**src/rtl/motion_box_if.sv**
```systemverilog
// Pixel-stream and bounding-box result bundle for motion_box_extract.
// The master side drives the binarized difference stream; the slave side returns the latched box.
interface motion_box_if;
  logic        pre_img_vsync;
  logic        pre_img_hsync;
  logic        pre_img_valid;
  logic [7:0]  pre_img_data;
  logic        box_flag;
  logic [10:0] top_edge;
  logic [10:0] bottom_edge;
  logic [10:0] left_edge;
  logic [10:0] right_edge;
  logic [19:0] pix_count;

  modport master (
    output pre_img_vsync, pre_img_hsync, pre_img_valid, pre_img_data,
    input  box_flag, top_edge, bottom_edge, left_edge, right_edge, pix_count
  );

  modport slave (
    input  pre_img_vsync, pre_img_hsync, pre_img_valid, pre_img_data,
    output box_flag, top_edge, bottom_edge, left_edge, right_edge, pix_count
  );
endinterface

```
**src/rtl/motion_box_extract.sv**
```systemverilog
// Per-frame bounding box of motion pixels; frame N's box is latched at frame N+1's vsync.
// Optional BOX_MARGIN_EN expands the latched box by MARGIN pixels, clamped to the image.
module motion_box_extract #(
  parameter int unsigned IMG_W      = 1280,
  parameter int unsigned IMG_H      = 720,
  parameter logic [7:0]  THRESH     = 8'd128,
  parameter int unsigned MIN_PIXELS = 20,
  parameter int unsigned MARGIN     = 4
) (
  input  logic         clk,
  input  logic         rst,
  motion_box_if.slave  img_io
);

  typedef enum logic [1:0] {
    WAIT_SYNC = 2'd0,
    ACCUM     = 2'd1
  } state_t;

  localparam logic [10:0] COL_LIM = 11'(IMG_W);
  localparam logic [10:0] COL_MAX = 11'(IMG_W - 1);
  localparam logic [10:0] ROW_LIM = 11'(IMG_H);
  localparam logic [10:0] ROW_MAX = 11'(IMG_H - 1);
  localparam logic [19:0] MIN_CNT = 20'(MIN_PIXELS);
  localparam logic [19:0] CNT_SAT = 20'hF_FFFF;
`ifdef BOX_MARGIN_EN
  localparam logic [11:0] MARGIN_EFF = 12'(MARGIN);
`else
  localparam logic [11:0] MARGIN_EFF = 12'd0;
`endif

  // A zero margin makes both clamps the identity, so the raw box passes through unchanged.
  function automatic logic [10:0] lo_clamp(input logic [10:0] v);
    logic signed [11:0] t;
    t = $signed({1'b0, v}) - $signed(MARGIN_EFF);
    if (t < 12'sd0) begin
      lo_clamp = 11'd0;
    end else begin
      lo_clamp = t[10:0];
    end
  endfunction

  function automatic logic [10:0] hi_clamp(input logic [10:0] v, input logic [10:0] lim);
    logic signed [11:0] t;
    t = $signed({1'b0, v}) + $signed(MARGIN_EFF);
    if (t > $signed({1'b0, lim})) begin
      hi_clamp = lim;
    end else begin
      hi_clamp = t[10:0];
    end
  endfunction

  state_t      state_q, state_d;
  logic        vsync_d_q, valid_d_q;
  logic [10:0] col_q, col_d;
  logic [10:0] row_q, row_d;
  logic [10:0] min_x_q, min_x_d, max_x_q, max_x_d;
  logic [10:0] min_y_q, min_y_d, max_y_q, max_y_d;
  logic [19:0] cnt_q, cnt_d;
  logic        hit_q, hit_d;
  logic        box_flag_q, box_flag_d;
  logic [10:0] top_q, top_d, bottom_q, bottom_d;
  logic [10:0] left_q, left_d, right_q, right_d;
  logic [19:0] pix_count_q, pix_count_d;

  logic vsync_pos_s, valid_neg_s, in_frame_s, motion_s;
  logic unused_hsync_s;

  assign unused_hsync_s = img_io.pre_img_hsync;

  // Edge detection and pixel qualification; a pixel on the vsync_pos cycle is dropped.
  always_comb begin
    vsync_pos_s = img_io.pre_img_vsync & ~vsync_d_q;
    valid_neg_s = ~img_io.pre_img_valid & valid_d_q;
    in_frame_s  = img_io.pre_img_valid && (col_q < COL_LIM) && (row_q < ROW_LIM) && !vsync_pos_s;
    motion_s    = in_frame_s && (img_io.pre_img_data >= THRESH) && (state_q == ACCUM);
  end

  // Column/row position counters, both saturating so overruns cannot wrap back into range.
  always_comb begin
    col_d = col_q;
    row_d = row_q;
    if (vsync_pos_s) begin
      col_d = 11'd0;
      row_d = 11'd0;
    end else if (valid_neg_s) begin
      col_d = 11'd0;
      if (row_q < ROW_LIM) begin
        row_d = row_q + 11'd1;
      end else begin
        row_d = row_q;
      end
    end else if (img_io.pre_img_valid && (col_q < COL_LIM)) begin
      col_d = col_q + 11'd1;
    end else begin
      col_d = col_q;
    end
  end

  // Bounding-box accumulators, cleared on every vsync_pos.
  always_comb begin
    min_x_d = min_x_q;
    max_x_d = max_x_q;
    min_y_d = min_y_q;
    max_y_d = max_y_q;
    cnt_d   = cnt_q;
    hit_d   = hit_q;
    if (vsync_pos_s) begin
      min_x_d = COL_MAX;
      max_x_d = 11'd0;
      min_y_d = ROW_MAX;
      max_y_d = 11'd0;
      cnt_d   = 20'd0;
      hit_d   = 1'b0;
    end else if (motion_s) begin
      min_x_d = (col_q < min_x_q) ? col_q : min_x_q;
      max_x_d = (col_q > max_x_q) ? col_q : max_x_q;
      min_y_d = (row_q < min_y_q) ? row_q : min_y_q;
      max_y_d = (row_q > max_y_q) ? row_q : max_y_q;
      cnt_d   = (cnt_q != CNT_SAT) ? (cnt_q + 20'd1) : cnt_q;
      hit_d   = 1'b1;
    end else begin
      hit_d   = hit_q;
    end
  end

  // Frame FSM and result latch; the first vsync_pos only arms the latch.
  always_comb begin
    state_d     = state_q;
    box_flag_d  = box_flag_q;
    top_d       = top_q;
    bottom_d    = bottom_q;
    left_d      = left_q;
    right_d     = right_q;
    pix_count_d = pix_count_q;
    case (state_q)
      WAIT_SYNC: begin
        if (vsync_pos_s) begin
          state_d = ACCUM;
        end else begin
          state_d = WAIT_SYNC;
        end
      end
      ACCUM: begin
        state_d = ACCUM;
        if (vsync_pos_s) begin
          pix_count_d = cnt_q;
          if (hit_q) begin
            top_d      = lo_clamp(min_y_q);
            bottom_d   = hi_clamp(max_y_q, ROW_MAX);
            left_d     = lo_clamp(min_x_q);
            right_d    = hi_clamp(max_x_q, COL_MAX);
            box_flag_d = (cnt_q >= MIN_CNT);
          end else begin
            top_d      = 11'd0;
            bottom_d   = 11'd0;
            left_d     = 11'd0;
            right_d    = 11'd0;
            box_flag_d = 1'b0;
          end
        end else begin
          pix_count_d = pix_count_q;
        end
      end
      default: begin
        state_d = WAIT_SYNC;
      end
    endcase
  end

  // State, counters, accumulators and result registers.
  always_ff @(posedge clk or posedge rst) begin
    if (rst) begin
      state_q     <= WAIT_SYNC;
      vsync_d_q   <= 1'b0;
      valid_d_q   <= 1'b0;
      col_q       <= 11'd0;
      row_q       <= 11'd0;
      min_x_q     <= COL_MAX;
      max_x_q     <= 11'd0;
      min_y_q     <= ROW_MAX;
      max_y_q     <= 11'd0;
      cnt_q       <= 20'd0;
      hit_q       <= 1'b0;
      box_flag_q  <= 1'b0;
      top_q       <= 11'd0;
      bottom_q    <= 11'd0;
      left_q      <= 11'd0;
      right_q     <= 11'd0;
      pix_count_q <= 20'd0;
    end else begin
      state_q     <= state_d;
      vsync_d_q   <= img_io.pre_img_vsync;
      valid_d_q   <= img_io.pre_img_valid;
      col_q       <= col_d;
      row_q       <= row_d;
      min_x_q     <= min_x_d;
      max_x_q     <= max_x_d;
      min_y_q     <= min_y_d;
      max_y_q     <= max_y_d;
      cnt_q       <= cnt_d;
      hit_q       <= hit_d;
      box_flag_q  <= box_flag_d;
      top_q       <= top_d;
      bottom_q    <= bottom_d;
      left_q      <= left_d;
      right_q     <= right_d;
      pix_count_q <= pix_count_d;
    end
  end

  assign img_io.box_flag    = box_flag_q;
  assign img_io.top_edge    = top_q;
  assign img_io.bottom_edge = bottom_q;
  assign img_io.left_edge   = left_q;
  assign img_io.right_edge  = right_q;
  assign img_io.pix_count   = pix_count_q;

endmodule
```
**src/flat_wrapper.sv**
```systemverilog
// flat-port wrapper written by rule: the top's interface ports become plain ports
module motion_box_extract_flat 
#(
  parameter int unsigned IMG_W      = 1280,
  parameter int unsigned IMG_H      = 720,
  parameter logic [7:0]  THRESH     = 8'd128,
  parameter int unsigned MIN_PIXELS = 20,
  parameter int unsigned MARGIN     = 4
)
  (clk, rst, img_io_pre_img_vsync, img_io_pre_img_hsync, img_io_pre_img_valid, img_io_pre_img_data, img_io_box_flag, img_io_top_edge, img_io_bottom_edge, img_io_left_edge, img_io_right_edge, img_io_pix_count);
  motion_box_if img_io_i ();
  input  logic clk;
  input  logic rst;
  input wire logic [$bits(img_io_i.pre_img_vsync)-1:0] img_io_pre_img_vsync;
  input wire logic [$bits(img_io_i.pre_img_hsync)-1:0] img_io_pre_img_hsync;
  input wire logic [$bits(img_io_i.pre_img_valid)-1:0] img_io_pre_img_valid;
  input wire logic [$bits(img_io_i.pre_img_data)-1:0] img_io_pre_img_data;
  output wire logic [$bits(img_io_i.box_flag)-1:0] img_io_box_flag;
  output wire logic [$bits(img_io_i.top_edge)-1:0] img_io_top_edge;
  output wire logic [$bits(img_io_i.bottom_edge)-1:0] img_io_bottom_edge;
  output wire logic [$bits(img_io_i.left_edge)-1:0] img_io_left_edge;
  output wire logic [$bits(img_io_i.right_edge)-1:0] img_io_right_edge;
  output wire logic [$bits(img_io_i.pix_count)-1:0] img_io_pix_count;
  assign img_io_i.pre_img_vsync = img_io_pre_img_vsync;
  assign img_io_i.pre_img_hsync = img_io_pre_img_hsync;
  assign img_io_i.pre_img_valid = img_io_pre_img_valid;
  assign img_io_i.pre_img_data = img_io_pre_img_data;
  assign img_io_box_flag = img_io_i.box_flag;
  assign img_io_top_edge = img_io_i.top_edge;
  assign img_io_bottom_edge = img_io_i.bottom_edge;
  assign img_io_left_edge = img_io_i.left_edge;
  assign img_io_right_edge = img_io_i.right_edge;
  assign img_io_pix_count = img_io_i.pix_count;
  motion_box_extract #(.IMG_W(IMG_W), .IMG_H(IMG_H), .THRESH(THRESH), .MIN_PIXELS(MIN_PIXELS), .MARGIN(MARGIN)) u_core (.clk(clk), .rst(rst), .img_io(img_io_i));
endmodule
```
**config.mk**
```make
export PLATFORM = sky130hd
export DESIGN_NAME = motion_box_extract_flat
export DESIGN_NICKNAME = d
export VERILOG_FILES = /design/src/rtl/motion_box_if.sv /design/src/rtl/motion_box_extract.sv /design/src/flat_wrapper.sv
export SDC_FILE = /design/constraint.sdc
export NUM_CORES = 1
export LEC_CHECK = 0
export BUFFER_PORTS_ARGS = -buffer_cell sky130_fd_sc_hd__buf_2
export CORE_MARGIN = 5
export CORE_UTILIZATION = 30
export DETAILED_ROUTE_END_ITERATION = 10
export GPL_ROUTABILITY_DRIVEN = 0
export PLACE_DENSITY = 0.53
export SYNTH_ARGS = -nofsm -noshare
export SYNTH_HDL_FRONTEND = slang
export SYNTH_SLANG_ARGS = --single-unit
```
**constraint.sdc**
```tcl
create_clock -name clk -period 13.42 [get_ports clk]
set_clock_uncertainty 0.1 [all_clocks]
set_input_delay 2.013 -clock clk [delete_from_list [all_inputs] [get_ports clk]]
set_output_delay 2.013 -clock clk [all_outputs]
set_load 0.005 [all_outputs]
```
==> run metrics <==
Peak Freq 0.246 GHz; Synth Flop Type dfrtp_1; antenna violations before repair 0; CTS Hold Bufs 0; Hold WC Path Type flop to flop; clock-pin slew on the worst setup and hold paths 0.06 ns; minimum clock period 4.07 ns; final worst path period share 30.4%; synth top area cells dfrtp_1 (43%), ha_1 (7.2%), dfstp_2 (5.2%); CP delay by family, top simple AND/OR/NAND/NOR gates; DR vias 6,071; Power Total 1140 uW; Num CTS Buffers 17; vias per inst 5.05; Yosys top cell area share 43.4%; worst hold slack 0.371 ns; synth warn 0; fin util 35.2%; Final setup viols 0; final WL 20,000 um; Startpoint Class primary input; Synth cell types 61; Fin. Hold Viols 0; area grow syn2layout 14.9%; Max Fanout on Critical Path 16; num ports 78; drt first-iter violations 288; setup TNS 0 ns; Lkg Pwr 0.00421 uW; ant diodes 0; CTS H-Tree Depth 4; largest net degree at the start of global routing 88; Final nets 913; Slew @ Worst Pin 1.15 ns; clk_lat worst skew 0.43 ns; Crit-path slowest cell nor2_1; Yosys reg bits 155; placed instance count 1,170; Layout Cells excl Fill 1,202; die width 174 um; syn_nets 865; clock buffer depth 2; status complete, no violations; first-pass iteration count of the detailed router 4; first-pass GRT wire length 33,700 um; top post-synthesis cells by count dfrtp_1 (139), nand2_1 (111), inv_1 (52), o21ai_0 (52), ha_1 (46); drt drc 0; CP max stage delay 0.96 ns; max-slew violations 0; number of global-route vias before repair 6,052; Mapped Avg Cell Area 9.95 sq um; Post-CTS Setup Repair Bufs 0; All-Layer GR Usage 13.7%; synthesized area 0.00802 sq mm; cell with the most instances after synthesis dfrtp_1; Crit Path Category primary input to flop; Worst EP arrival 4.32 ns; Sink Count 155; leading area contributor after synthesis dfrtp_1; post-synthesis cell count 806; RSZ-0062 raised after global routing no; Std-Cell Rows 59; GR Overflow Total 0; Post-synth EDFFs 0; ANT nets after route 0; power density cells 124 mW/mm^2; crit path buf inv count 1; initial core utilization 30.6%; Max-Cap Viols 0; Detail Placement HPWL 13,400 um; sequential area share after synthesis 48.6%; die area 0.0301 sq mm; crit-path cells buf_2 -> nand4_2 -> nor2_1 -> o211a_1 -> mux2i_1; layout cells sized above 1 17.9%; drt wl/cell 16.6 um; CTS tree built; core area 0.0262 sq mm; CP required 13.67 ns; CP endpoint kind flop; Rel. slew slack 23.3%; Die H 174 um; clk root buf clkbuf_16; Worst VDD drop 0.0636 mV; r2r setup slk 10.03 ns; Synth async-reset ratio 100%; PortBufs 69; cts repair resizes 0
cells in the final DEF, fill, tap and decap left out, types with 4 or more instances in the layout:
cell type	instances
a21oi_1	35
or3_1	4
inv_6	5
and4_1	5
o21ai_1	10
nor4_1	8
dfrtp_1	139
and3_1	4
and2_1	4
a211oi_1	7
nand3_1	24
o31ai_1	32
nand2b_1	7
nand4_1	15
dfstp_2	16
o21ai_0	52
ha_1	46
a41o_1	4
clkbuf_16	17
xnor2_1	10
xor2_1	5
inv_1	51
o211ai_1	16
o2111ai_1	16
clkinv_4	4
nor2_1	43
buf_4	5
buf_2	69
or4_1	8
mux2_2	17
nand2_1	110
nor3_1	9
mux2i_1	22
worst reg2reg max path: stages (launching register included):
cell and delay, ns:
dfrtp_1 0.52, o2111ai_1 0.34, nand2_1 0.48, nor2_1 1.01, o211a_1 0.60, mux2i_1 0.26
power by group:
part | internal, uW | leakage, uW | switching [uW] | total, uW
Sequential | 497 | 0.00208 | 21.5 | 519
Clock | 265 | 0.000273 | 213 | 478
Combinational | 52.2 | 0.00186 | 93.6 | 146
Total | 814 | 0.00421 | 328 | 1140
final cells by class:
| class | instances | area (sq um) |
|---|---|---|
| sequential | 155 | 3900 |
| fill | 2677 | 17000 |
| inverter | 52 | 200 |
| clock buffer | 19 | 443 |
| tap | 335 | 419 |
| timing repair buffer | 74 | 383 |
| multi-input combinational | 554 | 3740 |
| clock inverter | 13 | 134 |
state kept, by name, summed over array words and instances (netlist names):
| name | cells |
|---|---|
| u_core.max_x_q | 11 |
| u_core.min_y_q | 11 |
| u_core.img_io.right_edge | 11 |
| u_core.vsync_d_q | 1 |
| u_core.min_x_q | 11 |
| u_core.col_q | 11 |
| u_core.img_io.box_flag | 1 |
| u_core.row_q | 11 |
| u_core.img_io.bottom_edge | 11 |
| u_core.max_y_q | 11 |
| u_core.cnt_q | 20 |
| u_core.hit_q | 1 |
| u_core.valid_d_q | 1 |
| u_core.img_io.left_edge | 11 |
| u_core.img_io.top_edge | 11 |
| u_core.state_q | 1 |
| u_core.img_io.pix_count | 20 |
through the flow:
step / worst slack (ns) / cell area [sq um]
finish: 9.35 / 9220
global route: 9.20 / 9220
CTS: 9.35 / 9220
detailed placement: 8.90 / 8640
global placement: 8.94 / 8640
floorplan: 7.16 / 8020
kinds of logic (layout without fill, tap and decap cells):
group | count (synthesis) | count (layout) | synth area share [%]
AOI/OAI and AO/OA | 197 | 197 | 16.9
xor gates and xnor gates | 15 | 15 | 1.64
DFF | 155 | 155 | 48.6
muxes | 39 | 39 | 5.13
adders and majority gates | 46 | 46 | 7.18
and+or+nand+nor | 257 | 257 | 15.6
buffers and inverters | 97 | 158 | 5.04
metal layers:
metal / GRT usage, % / part of all wire (%)
met1: 18.9 / 49
met2: 21.9 / 46
met3: 3.32 / 3.5
met4: 2.99 / 0.81
met5: 0 / 0
worst paths after layout:
check | end | start | depth (start not counted)
max | u_core.min_y_q[0] | img_io_pre_img_valid | 5
min | u_core.img_io.top_edge[3] | u_core.img_io.top_edge[3] | 2
max reg2reg | u_core.min_y_q[0] | u_core.row_q[4] | 5
min reg2reg | u_core.img_io.top_edge[3] | u_core.img_io.top_edge[3] | 2
max in group asynchronous | u_core.img_io.box_flag | rst | 3
min in group asynchronous | u_core.img_io.top_edge[10] | rst | 2
Power figures use the tool's default switching activity.
